### config.mk
export PLATFORM = sky130hd
export DESIGN_NAME = mul_div_unit
export DESIGN_NICKNAME = d
export VERILOG_FILES = /design/src/rtl/mul_div_unit.sv
export SDC_FILE = /design/constraint.sdc
export NUM_CORES = 1
export LEC_CHECK = 0
export ABC_AREA = 1
export CAP_MARGIN = 20
export CELL_PAD_IN_SITES_DETAIL_PLACEMENT = 1
export CELL_PAD_IN_SITES_GLOBAL_PLACEMENT = 1
export CORE_MARGIN = 2
export CORE_UTILIZATION = 39
export CTS_BUF_LIST = sky130_fd_sc_hd__clkbuf_4
export DETAILED_ROUTE_END_ITERATION = 8
export HOLD_SLACK_MARGIN = 0.02
export PLACE_DENSITY_LB_ADDON = 0.1
export SLEW_MARGIN = 10
export SYNTH_ARGS = -nofsm -noshare
export SYNTH_HDL_FRONTEND = slang
export SYNTH_SLANG_ARGS = --single-unit
### constraint.sdc
create_clock -name clk -period 7.9 [get_ports clk]
set_clock_uncertainty 0.05 [all_clocks]
set_input_delay 1.975 -clock clk [delete_from_list [all_inputs] [get_ports clk]]
set_output_delay 1.975 -clock clk [all_outputs]
set_load 0.01 [all_outputs]
### src/rtl/mul_div_unit.sv
// Iterative 32-bit multiply/divide unit (MULT, MULTU, DIV, DIVU) for the MIPS32 execute stage.
// Radix-2 shift-add multiply and restoring divide, 32 iterations, writing the HI/LO registers.
module mul_div_unit #(
  parameter int unsigned ITER = 32
) (
  input  logic        clk,
  input  logic        rst,
  input  logic        start,
  input  logic [1:0]  op,
  input  logic [31:0] src_a,
  input  logic [31:0] src_b,
  input  logic        flush,
  output logic        busy,
  output logic        done,
  output logic        hi_wen,
  output logic [31:0] hi_wdata,
  output logic        lo_wen,
  output logic [31:0] lo_wdata
);

  localparam int unsigned W  = 32;
  localparam int unsigned CW = 6;
  localparam logic [CW-1:0] LAST_CNT = CW'(ITER - 1);

  typedef enum logic [1:0] {
    ST_IDLE = 2'd0,
    ST_CALC = 2'd1,
    ST_DONE = 2'd2
  } state_e;

  state_e         state_q, state_d;
  logic [1:0]     op_q, op_d;
  logic           sign_a_q, sign_a_d;
  logic           sign_b_q, sign_b_d;
  logic [W-1:0]   opnd_q, opnd_d;
  logic [2*W-1:0] prod_q, prod_d;
  logic [W-1:0]   rem_q, rem_d;
  logic [CW-1:0]  cnt_q, cnt_d;
  logic           busy_q, busy_d;
  logic           done_q, done_d;
  logic           wen_q, wen_d;
  logic [W-1:0]   hi_q, hi_d;
  logic [W-1:0]   lo_q, lo_d;

  logic           a_neg, b_neg;
  logic [W-1:0]   a_abs, b_abs;
  logic [W:0]     sum;
  logic [2*W-1:0] mul_step;
  logic [W:0]     shifted;
  logic [W:0]     trial;
  logic           qbit;
  logic [W-1:0]   rem_step;
  logic [W-1:0]   quo_step;
  logic           res_neg;
  logic           div_zero;
  logic [2*W-1:0] mul_res;
  logic [W-1:0]   quo_res;
  logic [W-1:0]   rem_res;

  // Operand conditioning at acceptance: op[0]=1 selects the unsigned variants.
  always_comb begin
    a_neg = ~op[0] & src_a[W-1];
    b_neg = ~op[0] & src_b[W-1];
    a_abs = a_neg ? (W'(0) - src_a) : src_a;
    b_abs = b_neg ? (W'(0) - src_b) : src_b;
  end

  // One iteration of each algorithm; the final iteration feeds the sign fix-up directly.
  always_comb begin
    sum      = {1'b0, prod_q[2*W-1:W]} + {1'b0, opnd_q};
    mul_step = prod_q[0] ? {sum, prod_q[W-1:1]} : {1'b0, prod_q[2*W-1:1]};

    shifted  = {rem_q, prod_q[W-1]};
    trial    = shifted - {1'b0, opnd_q};
    qbit     = ~trial[W];
    rem_step = qbit ? trial[W-1:0] : shifted[W-1:0];
    quo_step = {prod_q[W-2:0], qbit};

    res_neg  = sign_a_q ^ sign_b_q;
    div_zero = (opnd_q == '0);
    mul_res  = res_neg ? ((2*W)'(0) - mul_step) : mul_step;
    if (div_zero) begin
      quo_res = quo_step;
      rem_res = rem_step;
    end else begin
      quo_res = res_neg  ? (W'(0) - quo_step) : quo_step;
      rem_res = sign_a_q ? (W'(0) - rem_step) : rem_step;
    end
  end

  // Next-state and register update logic.
  always_comb begin
    state_d  = state_q;
    op_d     = op_q;
    sign_a_d = sign_a_q;
    sign_b_d = sign_b_q;
    opnd_d   = opnd_q;
    prod_d   = prod_q;
    rem_d    = rem_q;
    cnt_d    = cnt_q;
    done_d   = 1'b0;
    wen_d    = 1'b0;
    hi_d     = hi_q;
    lo_d     = lo_q;

    unique case (state_q)
      ST_IDLE: begin
        if (start && !flush) begin
          state_d  = ST_CALC;
          op_d     = op;
          sign_a_d = a_neg;
          sign_b_d = b_neg;
          // Multiply: opnd = multiplicand, prod low = multiplier.
          // Divide:   opnd = divisor,      prod low = dividend (becomes quotient).
          opnd_d   = op[1] ? b_abs : a_abs;
          prod_d   = {W'(0), (op[1] ? a_abs : b_abs)};
          rem_d    = '0;
          cnt_d    = '0;
        end
      end
      ST_CALC: begin
        if (flush) begin
          state_d = ST_IDLE;
        end else begin
          if (op_q[1]) begin
            prod_d = {prod_q[2*W-1:W], quo_step};
            rem_d  = rem_step;
          end else begin
            prod_d = mul_step;
          end
          cnt_d = cnt_q + CW'(1);
          if (cnt_q == LAST_CNT) begin
            state_d = ST_DONE;
            done_d  = 1'b1;
            wen_d   = 1'b1;
            if (op_q[1]) begin
              hi_d = rem_res;
              lo_d = quo_res;
            end else begin
              hi_d = mul_res[2*W-1:W];
              lo_d = mul_res[W-1:0];
            end
          end
        end
      end
      ST_DONE: begin
        state_d = ST_IDLE;
      end
      default: begin
        state_d = ST_IDLE;
      end
    endcase

    busy_d = (state_d != ST_IDLE);
  end

  always_ff @(posedge clk or posedge rst) begin
    if (rst) begin
      state_q  <= ST_IDLE;
      op_q     <= '0;
      sign_a_q <= 1'b0;
      sign_b_q <= 1'b0;
      opnd_q   <= '0;
      prod_q   <= '0;
      rem_q    <= '0;
      cnt_q    <= '0;
      busy_q   <= 1'b0;
      done_q   <= 1'b0;
      wen_q    <= 1'b0;
      hi_q     <= '0;
      lo_q     <= '0;
    end else begin
      state_q  <= state_d;
      op_q     <= op_d;
      sign_a_q <= sign_a_d;
      sign_b_q <= sign_b_d;
      opnd_q   <= opnd_d;
      prod_q   <= prod_d;
      rem_q    <= rem_d;
      cnt_q    <= cnt_d;
      busy_q   <= busy_d;
      done_q   <= done_d;
      wen_q    <= wen_d;
      hi_q     <= hi_d;
      lo_q     <= lo_d;
    end
  end

  // A flush during the write cycle must still suppress the HI/LO write.
  assign busy     = busy_q;
  assign done     = done_q & ~flush;
  assign hi_wen   = wen_q & ~flush;
  assign lo_wen   = wen_q & ~flush;
  assign hi_wdata = hi_q;
  assign lo_wdata = lo_q;

endmodule

==> summary.md <==
| Metric | Value |
|---|---|
| Status | finished clean |
| Max Cap Viol | 0 |
| M1 wire length | 40000 um |
| DR WL/cell | 22.6 um |
| Final Max Slew Viols | 0 |
| Async S/R FF share, synth | 1.00 |
| Critical Path End Type | primary output |
| Hold_buf cts | 0 |
| Vias in the first global route | 24100 |
| CTS tree | yes |
| Slew @ Worst Pin | 1110 ps |
| Initial DRC count | 1723 |
| Post-route DRC violation count | 0 |
| Synth Warn # | 0 |
| Met2 wire length | 43200 um |
| Crit path largest cell delay | 570 ps |
| Die Width | 231 um |
| Routed vias/inst | 5.66 |
| Buffers added on ports | 137 |
| DR WL met3 | 5300 um |
| Post-synthesis mux area share | 0 |
| RSZ-0062 raised after global routing | no |
| CP Class | in2out |
| Top Family by Delay on Critical Path | buffers and inverters |
| Period utilization | 0.665 |
| Largest family of logic cells by synthesized area | simple AND/OR/NAND/NOR gates |
| Ys flop type | dfrtp_1 |
| Row cnt | 83 |
| Post-Synth Adder-Cell Area | 0.0457 |
| First-pass GRT wire length | 144000 um |
| Die area | 0.0532 mm2 |
| Core Region | 0.0511 mm2 |
| Cell mode on critical path | clkdlybuf4s50_1 |
| Startpoint types | primary input |
| Post-Route WL | 94200 um |
| Sw power | 5.40 mW |
| Slowest CP cell | clkdlybuf4s50_1 |
| Switching portion of total power | 0.604 |
| Area of the multi-input gates | 0.0125 mm2 |
| Vias | 23600 |
| Sum Neg Setup Slack | 0 ps |
| Final ANT Viol Nets | 0 |
| CTS root buffer | clkbuf_4 |
| Die height | 231 um |
| Synth Area in Simple Gates | 0.373 |
| Cell internal pwr | 3.54 mW |
| PnR Total Power | 8.94 mW |
| VDD IR-drop max | 0.185 mV |
| EDFF count, synth | 0 |
| Post-Syn Instances | 3331 |
| CP cell instances | clkdlybuf4s50_1 -> nor2_1 -> clkdlybuf4s50_1 |
| Arr. time, crit path | 3230 ps |
| Netlist cell types | 55 |
| Worst Slack Setup Final | 2650 ps |
| Hold Crit Class | reg2reg |
| Post-CTS Setup Bufs | 0 |
| CTS clk-pin slew, worst paths | 60 ps |
| CTS Buf Count | 59 |
| Gr usage total | 0.353 |
| Initial antenna violation count | 2 |
| Hold Slack | 446 ps |
| Layout cell share with drive strength beyond 1 | 0.0537 |
| Mean post-synth cell area | 6.02 um2 |
| First drt pass iteration count | 5 |
| Starting Density | 0.392 |
| Power Density | 393 mW/mm2 |
| Fmax | 190 MHz |
| Synth Register Bits | 205 |
| Clock Latency Late Sink | 860 ps |
| Register area share after synthesis | 0.256 |
| Hold Vio Cnt, Final | 0 |
| CP Data Required Time | 5880 ps |
| Comb pwr share | 0.708 |
| Max Root-Sink Buffers | 3 |
| DP Worst Slack | 2560 ps |
| Clock power frac | 0.116 |
| Routability congestion estimate | 0.971 |
| P&R area growth vs syn | 13.3% |
| Sequential share of power | 0.176 |
| HPWL after DPL | 75400 um |
| Complex-gate fraction of the synthesized area | 0.174 |
| Highest metal used | met4 |
| Crit-path max FO | 4 |
| Final setup fails | 0 |
| Minimum clock period after layout | 5250 ps |
| CTS H-tree depth | 2 |
| Leakage | 11.5 nW |
| Global route total overflow | 0 |
| Post-layout util | 0.445 |
| Post-CTS Resized | 0 |
| Io pins | 138 |
| CP Buf/Inv Count | 2 |
| Xor and xnor fraction of the mapped netlist area | 0.0319 |
| Filler cell count | 7102 |
| Synth Net Count | 3473 |
| Synth Cell Area | 0.0200 mm2 |
| NumNets Final | 3578 |
| Pin count of the biggest net entering global routing | 105 |
| Max transition margin | 0.257 |
| CTS sink count | 205 |
| Sequential cell area | 0.00513 mm2 |
[synth_stat cells (all sizes together) (3+ instances only)]
cell       n  area share
dfrtp    205        0.26
nor4      17      0.0053
clkinv     3     0.00056
nand4     39       0.012
a21oi    145       0.037
nor3      41       0.011
o211ai    35       0.013
a31oi     45       0.014
o31ai      3      0.0011
xor2      53       0.023
o21ai    220       0.055
a21o       3      0.0011
buf       27      0.0086
nor2     367       0.070
inv      502       0.094
o221ai    20      0.0087
a221oi    30       0.013
or2       13      0.0041
a22oi     40       0.015
nand2   1004        0.19
nand3b    17      0.0064
nand3    273       0.070
o21bai     6      0.0022
and2       5      0.0016
ha        70       0.044
clkbuf    87       0.016
xnor2     20      0.0087
o22ai     31      0.0097
[cell usage in the layout (no fill, tap or decap), types with 35 or more instances in the layout]
| cell type | count |
|---|---|
| a21oi_1 | 142 |
| a22oi_1 | 40 |
| a31oi_1 | 45 |
| clkbuf_4 | 84 |
| clkdlybuf4s50_1 | 137 |
| dfrtp_1 | 204 |
| ha_1 | 70 |
| inv_1 | 493 |
| nand2_1 | 976 |
| nand3_1 | 269 |
| nand4_1 | 39 |
| nor2_1 | 352 |
| nor3_1 | 38 |
| o211ai_1 | 35 |
| o21ai_0 | 212 |
| xor2_1 | 53 |
[worst reg2reg max path: stages, from the launching register on]
cell and delay, ps:
dfrtp_1 580, inv_1 320, ha_1 450, nand2_1 140, nor2_1 80, nand2_1 140
inv_1 90, a21oi_4 280, nand3_2 350, nand2_2 660, nand2_1 190, nand2_2 150
ha_1 220, nand3_2 140, nor2_4 200, nand2_1 130, nand2_2 140, nand2_1 70
nand2_1 60, nand3_1 60, nand2_1 170, nand2_1 80, nand2_1 100
[metal layers]
| metal | vias to the layer above | track usage |
|---|---|---|
| met5 | - | 0 |
| met4 | 0 | 0.196 |
| met3 | 207 | 0.0520 |
| met2 | 718 | 0.575 |
| met1 | 11600 | 0.447 |
| li1 | 11100 | - |
[power groups by stage]
stage          combinational, mW  clock, mW  sequential [mW]
4_1_cts                     6.23       1.05             1.56
3_5_place_dp                6.19          0             1.58
2_1_floorplan               4.37          0             1.42
3_3_place_gp                6.04          0             1.57
6_report                    6.33       1.03             1.58
5_1_grt                     7.03       1.10             1.59
[cell type report]
| cell class | instances | share of cell area |
|---|---|---|
| Clock inverter | 21 | 0.00386 |
| Inverter | 505 | 0.0838 |
| Tap cell | 680 | 0.0375 |
| Multi-Input combinational cell | 2507 | 0.552 |
| Antenna cell | 3 | 0.000331 |
| Timing Repair Buffer | 158 | 0.0689 |
| Clock buffer | 84 | 0.0278 |
| Sequential cell | 205 | 0.226 |
[worst paths after layout]
check | from | end | slack (ps) | depth (start not counted)
hold reg to reg | lo_wdata[0] | lo_wdata[0] | 450 | 2
min in group asynchronous | rst | prod_q[51] | 1620 | 2
max in group asynchronous | rst | hi_wdata[28] | 5150 | 3
hold / removal | lo_wdata[0] | lo_wdata[0] | 450 | 2
setup reg to reg | opnd_q[28] | hi_wdata[24] | 2990 | 22
setup / recovery | flush | done | 2650 | 3
[kinds of logic after synthesis]
logic type      after synthesis
simple gates               1777
buf+inv                     619
compound gates              585
flops                       205
xor+xnor                     73
fa+ha+maj                    72
[sequential cells by signal (all words and copies together), names as in the netlist]
signal	count
busy	1
cnt_q	6
hi_wdata	32
lo_wdata	32
op_q	1
opnd_q	32
prod_q	64
rem_q	32
sign_a_q	1
sign_b_q	1
state_q	2
wen_q	1
[stage by stage]
step                      instance area (um2)  std cells
after global placement                  21900       4051
final                                   22700       4163
after detailed placement                22000       4052
after CTS                               22700       4157
after global routing                    22700       4162
after floorplan                         20000       3331
(Power assumes the default switching activity.)
